===== config.mk =====
export PLATFORM = sky130hd
export DESIGN_NAME = uart_tx_buf
export DESIGN_NICKNAME = d
export VERILOG_FILES = /design/src/rtl/uart_tx_buf.sv
export SDC_FILE = /design/constraint.sdc
export NUM_CORES = 1
export LEC_CHECK = 0
export CORE_AREA = 3 3 91 93
export CTS_BUF_LIST = sky130_fd_sc_hd__clkbuf_4 sky130_fd_sc_hd__clkbuf_8
export DETAILED_ROUTE_END_ITERATION = 8
export DIE_AREA = 0 0 94 96
export PLACE_DENSITY = 0.85
export SLEW_MARGIN = 20
export SYNTH_ARGS = -nofsm -noshare
export SYNTH_HDL_FRONTEND = slang
export SYNTH_SLANG_ARGS = --single-unit

===== constraint.sdc =====
create_clock -name clk -period 3.9 [get_ports clk]
set_clock_uncertainty 0.15 [all_clocks]
set_input_delay 0.585 -clock clk [delete_from_list [all_inputs] [get_ports clk]]
set_output_delay 0.585 -clock clk [all_outputs]
set_load 0.03 [all_outputs]

===== src/rtl/uart_tx_buf.sv =====
// uart_tx_buf: buffered 8N1 (optional parity) UART transmitter.
// Bytes are queued in a power-of-two circular FIFO. The frame engine runs on an
// internal tick that is 16x the bit rate and drains the FIFO with no idle gap
// between queued frames.
module uart_tx_buf #(
    parameter int unsigned CLK_DIV    = 326,
    parameter int unsigned DEPTH_LOG2 = 3,
    parameter int unsigned PARITY_EN  = 0,
    parameter int unsigned PARITY_ODD = 0
) (
    input  logic                  clk,
    input  logic                  rst_n,
    input  logic                  wr_en,
    input  logic [7:0]            wr_data,
    output logic                  full,
    output logic                  empty,
    output logic [DEPTH_LOG2:0]   count,
    output logic                  overflow,
    output logic                  busy,
    output logic                  tx
);

    localparam int unsigned DEPTH  = 1 << DEPTH_LOG2;
    localparam int unsigned PTR_W  = DEPTH_LOG2;
    localparam int unsigned CNT_W  = DEPTH_LOG2 + 1;
    localparam int unsigned TICK_W = (CLK_DIV > 1) ? $clog2(CLK_DIV) : 1;
    localparam int unsigned SUB_W  = 4;
    localparam int unsigned BIT_W  = 3;

    typedef enum logic [2:0] {
        S_IDLE,
        S_START,
        S_DATA,
        S_PARITY,
        S_STOP
    } state_t;

    // ------------------------------------------------------------------
    // Oversample tick
    // ------------------------------------------------------------------
    logic [TICK_W-1:0] tick_cnt;
    logic              tick;

    assign tick = (tick_cnt == TICK_W'(CLK_DIV - 1));

    // Free-running divider; wraps to zero on the tick cycle.
    always_ff @(posedge clk or negedge rst_n) begin
        if (!rst_n) begin
            tick_cnt <= '0;
        end else if (tick) begin
            tick_cnt <= '0;
        end else begin
            tick_cnt <= tick_cnt + TICK_W'(1);
        end
    end

    // ------------------------------------------------------------------
    // FIFO
    // ------------------------------------------------------------------
    logic [7:0]       mem [DEPTH];
    logic [PTR_W-1:0] wr_ptr;
    logic [PTR_W-1:0] rd_ptr;
    logic [CNT_W-1:0] count_d;
    logic [7:0]       head;
    logic             push;
    logic             pop;

    // full is the registered flag, so a write while full is dropped even
    // if the frame engine pops in the same cycle.
    assign push    = wr_en && !full;
    assign head    = mem[rd_ptr];
    assign count_d = count + CNT_W'(push) - CNT_W'(pop);

    // Storage array; contents need no reset because the pointers define validity.
    always_ff @(posedge clk) begin
        if (push) begin
            mem[wr_ptr] <= wr_data;
        end
    end

    // Pointers, occupancy and the registered status flags.
    always_ff @(posedge clk or negedge rst_n) begin
        if (!rst_n) begin
            wr_ptr   <= '0;
            rd_ptr   <= '0;
            count    <= '0;
            full     <= 1'b0;
            empty    <= 1'b1;
            overflow <= 1'b0;
        end else begin
            if (push) begin
                wr_ptr <= wr_ptr + PTR_W'(1);
            end
            if (pop) begin
                rd_ptr <= rd_ptr + PTR_W'(1);
            end
            count    <= count_d;
            full     <= (count_d == CNT_W'(DEPTH));
            empty    <= (count_d == '0);
            overflow <= overflow | (wr_en & full);
        end
    end

    // ------------------------------------------------------------------
    // Frame engine
    // ------------------------------------------------------------------
    state_t           state;
    state_t           state_d;
    logic [7:0]       shift;
    logic [7:0]       shift_d;
    logic [SUB_W-1:0] sub;
    logic [SUB_W-1:0] sub_d;
    logic [BIT_W-1:0] bitn;
    logic [BIT_W-1:0] bit_d;
    logic             par;
    logic             par_d;
    logic             tx_d;
    logic             busy_d;
    logic             last_sub;

    assign last_sub = (sub == SUB_W'(15));

    // State and datapath registers; tx and busy are registered from their next values.
    always_ff @(posedge clk or negedge rst_n) begin
        if (!rst_n) begin
            state <= S_IDLE;
            shift <= '0;
            sub   <= '0;
            bitn  <= '0;
            par   <= 1'b0;
            tx    <= 1'b1;
            busy  <= 1'b0;
        end else begin
            state <= state_d;
            shift <= shift_d;
            sub   <= sub_d;
            bitn  <= bit_d;
            par   <= par_d;
            tx    <= tx_d;
            busy  <= busy_d;
        end
    end

    // Next-state, pop request and next line level; everything advances only on a tick.
    always_comb begin
        state_d = state;
        shift_d = shift;
        sub_d   = sub;
        bit_d   = bitn;
        par_d   = par;
        pop     = 1'b0;

        if (tick) begin
            case (state)
                S_IDLE: begin
                    pop = !empty;
                end
                S_START: begin
                    if (last_sub) begin
                        sub_d   = '0;
                        state_d = S_DATA;
                    end else begin
                        sub_d = sub + SUB_W'(1);
                    end
                end
                S_DATA: begin
                    if (last_sub) begin
                        sub_d   = '0;
                        shift_d = {1'b0, shift[7:1]};
                        if (bitn == BIT_W'(7)) begin
                            bit_d   = '0;
                            state_d = (PARITY_EN != 0) ? S_PARITY : S_STOP;
                        end else begin
                            bit_d = bitn + BIT_W'(1);
                        end
                    end else begin
                        sub_d = sub + SUB_W'(1);
                    end
                end
                S_PARITY: begin
                    if (last_sub) begin
                        sub_d   = '0;
                        state_d = S_STOP;
                    end else begin
                        sub_d = sub + SUB_W'(1);
                    end
                end
                S_STOP: begin
                    if (last_sub) begin
                        sub_d = '0;
                        if (!empty) begin
                            pop = 1'b1;
                        end else begin
                            state_d = S_IDLE;
                        end
                    end else begin
                        sub_d = sub + SUB_W'(1);
                    end
                end
                default: begin
                    state_d = S_IDLE;
                end
            endcase

            // Loading a new byte always restarts the frame from the start bit.
            if (pop) begin
                state_d = S_START;
                shift_d = head;
                sub_d   = '0;
                bit_d   = '0;
                par_d   = (^head) ^ (PARITY_ODD != 0);
            end
        end

        case (state_d)
            S_START:  tx_d = 1'b0;
            S_DATA:   tx_d = shift_d[0];
            S_PARITY: tx_d = par_d;
            default:  tx_d = 1'b1;
        endcase

        busy_d = (state_d != S_IDLE) || (count_d != '0);
    end

endmodule


==> out/qor.csv, run 1 <==
stage,metric,value,unit
run_status,status,"complete, no violations",
grt,grt_usage,20.01,%
synth,synth_seq_cells,107,
finish,finalInstanceArea,0.005107,mm^2
grt,antenna_found_initial,0,
routing,vias,2620,
floorplanning,pin_count,20,
finish,multi_input_area,0.001486,mm^2
critical_path,cp.arrival,3710,ps
pwr,power.static_leakage,1.952,nW
routing,wl_per_cell,18.16,um
pwr,p_seq_share,54.1,%
cts,cts_setup_buffers,0,
finish,fillers,529,
cts,tritoncts,built,
timing,setup_viol,0,
placed_design,port-buffer-count,19,
synth,synth.net_count,333,
pwr,switching_share,30.00,%
cts,cts-hold-fix-buffers,0,
grt,grt_pass1_wl,13400,um
finish,final_common_cell,edfxtp_1,
synth,synth.avg_cell_area,14.84,um^2
flow_run,maxCapViolations,0,
timing,worstMarginPinSlew,999.2,ps
synth,ys_async_sr_fraction,40.19,%
timing,rsz0062_at_grt,false,
floorplanning,die_height,96,um
critical_path,rr_worst_depth,14,
critical_path,worstSetupPathType,reg2reg,
routing,firstDrtPassIters,4,
critical_path,worstSetupStartpoint,sub[0],
floorplanning,initial_core_util,60.46,%
timing,relSlewSlack,33.14,%
placed_design,hpwl,5373,um
finish,layout_common_cells,"edfxtp_1 (64), dfrtp_1 (40), nor2_1 (25)",
critical_path,r2r_slack,290,ps
cts,cts.htree.levels,3,
critical_path,reg2reg_from,sub[0],
placed_design,gp_congestion,0.8062,
grt,grt_max_degree,44,
routing,ant_nets,0,
critical_path,required,4010,ps
routing,drt_first_iter_violations,242,
routing,via_per_inst,5.914,
grt,grt_pass1_vias,2660,
timing,finalCritPeriodShare,92.47,%
cts,cts_sinks,107,
critical_path,regToRegEndpoint,busy,
pwr,p_int,1.843,mW
finish,seqCellArea,0.003002,mm^2
floorplanning,core_area,0.007607,mm^2
cts,clockBufferDepth,2,
floorplanning,die_area,0.009024,mm^2
finish,syn_to_final_growth,11.04,%
routing,routed_wl,8044,um
synth,seq_area_frac_synth,65.23,%
floorplanning,die_w,94,um
pwr,power.switching,0.7898,mW
pwr,combPwrFrac,20.3,%
finish,instances_no_fill,443,
pwr,powerDensity,515.5,mW/mm^2
critical_path,endpoint_kind,flip-flop,
timing,fmax,277.3,MHz
timing,postLayoutSetupSlackWorst,293.5,ps
critical_path,critPathLaunchType,flip-flop,
timing,finalMaxSlewViolations,0,
timing,finalSetupTns,0,ps
routing,drc,0,
synth,synth-main-ff-cell,edfxtp_1,
cts,cts_buffers,9,
pwr,p_clk_share,25.6,%
placed_design,dp_cells,427,
synth,netlist_instances,310,
synth,mappedNetlistArea,0.004599,mm^2
pwr,ir_drop,0.0003988,V
synth,yosysUniqueCellTypes,52,
min_path,worstHoldPathType,in2async,
synth,synth-edff-count,64,
floorplanning,row_count,32,
timing,period_needed,3606,ps
finish,diodes,0,
finish,nets,359,
finish,drive_above_1_share,12.61,%
placed_design,pre_cts_slack,243.4,ps
cts,cts-root-buf,clkbuf_8,
cts,cts.reportedPaths.clkPinSlew,100,ps
grt,grt-ovfl-total,0,
cts,insertion_delay,370,ps
synth,synth_warnings,0,
critical_path,crit_path_max_fanout,8,
placed_design,dpl_cell_area,0.004897,mm^2
timing,final_hold_viol_count,0,
## final cells by class
cell class              count  area share, %
flip-flops and latches    107          58.77
clock buffers               9          2.425
repair buffers             26          4.655
multi-input cells         180          29.10
clock inverters             7          1.666
well taps                 102          2.499
inverters                  12         0.8819
## Yosys cell counts (2+ instances only)
library cell	n	area [um^2]
a211o_1	2	17.52
a21o_1	4	30.03
a21oi_1	11	55.05
a22o_1	3	26.28
and3_1	3	18.77
buf_2	2	10.01
clkbuf_1	7	26.28
dfrtp_1	41	1026
dfstp_2	2	52.55
edfxtp_1	64	1922
ha_1	11	137.6
inv_1	11	41.29
mux2i_1	6	60.06
mux2i_2	2	27.53
mux4_1	5	131.4
mux4_2	11	247.7
nand2_1	17	63.81
nand2b_1	4	25.02
nand3_1	4	20.02
nand4_1	4	25.02
nor2_1	25	93.84
nor2b_1	4	25.02
nor3_1	3	15.01
nor4_1	3	18.77
o21ai_0	9	45.04
o21ai_1	4	20.02
o22ai_1	2	12.51
or3_1	3	18.77
xnor2_1	16	140.1
xor2_1	5	43.79
## how the worst max path moves through the flow
stage | endpoint | depth (start not counted) | slack (ps)
after floorplan | busy | 14 | 350
after global placement | busy | 14 | 400
after detailed placement | busy | 14 | 240
after CTS | busy | 14 | 230
after global routing | busy | 14 | 70
final | busy | 14 | 290
## per-stage QoR
| step | power, mW | hold slack, ps | util [%] |
|---|---|---|---|
| 5_1_grt | 2.758 | 264.5 | 67.14 |
| 6_report | 2.633 | 194.3 | 67.14 |
| 4_1_cts | 2.656 | 223.1 | 67.12 |
| 3_5_place_dp | 1.988 | 306.2 | 64.38 |
| 3_3_place_gp | 1.954 | 290.2 | 64.38 |
| 2_1_floorplan | 1.780 | 139.4 | - |
## logic make-up after synthesis
group                    share of synthesized area [%]
AO/OA/AOI/OAI                                    6.421
AND/OR/NAND/NOR                                  7.835
multiplexers                                     10.64
flip-flops                                       65.23
buffers and inverters                            2.448
XOR/XNOR                                         3.999
adder cells (fa/ha/maj)                          3.428
## power groups by stage
stage | logic (mW) | clock network [mW] | registers (mW)
3_3_place_gp | 0.514 | 0 | 1.44
3_5_place_dp | 0.536 | 0 | 1.45
6_report | 0.534 | 0.674 | 1.42
2_1_floorplan | 0.288 | 0 | 1.49
5_1_grt | 0.579 | 0.738 | 1.44
4_1_cts | 0.538 | 0.690 | 1.43
## critical path: stages (launching register included)
cell     delay (ps)
dfrtp_2         440
ha_1            250
nand3_1         160
a211o_1         410
nor2_2          160
ha_1            240
inv_1            50
ha_1            150
inv_1            50
fa_1            480
inv_1            50
or3_1           380
nor2_1          140
nand2_1          60
or3_1           320
## layer usage
layer | up-vias | wire length (um) | GRT usage, %
met4 | 0 | 132 | 4.934
li1 | 1211 | - | -
met3 | 16 | 437 | 5.786
met1 | 1308 | 3364 | 25.86
met2 | 85 | 4109 | 33.77
met5 | - | 0 | 0
## timing repair
item	in CTS	in global routing
endpoints found under the setup margin	0	1
gates resized for setup	0	1
hold endpoints to repair	0	0
## sequential cells by signal, indices dropped and copies added, names as in the netlist
signal	count
full	1
mem	64
busy	1
tick_cnt	9
tx	1
bitn	3
sub	4
empty	1
count	4
state	3
overflow	1
shift	8
wr_ptr	3
par	1
rd_ptr	3
Note: power is estimated with default switching activity, not from simulation.
==> run 2, diff against run 1 <==
Settings changed: ABC_CLOCK_PERIOD_IN_PS set to 3900.
==> results of run 2 <==
Final layout, timing and power as in run 1 (identical DEF).
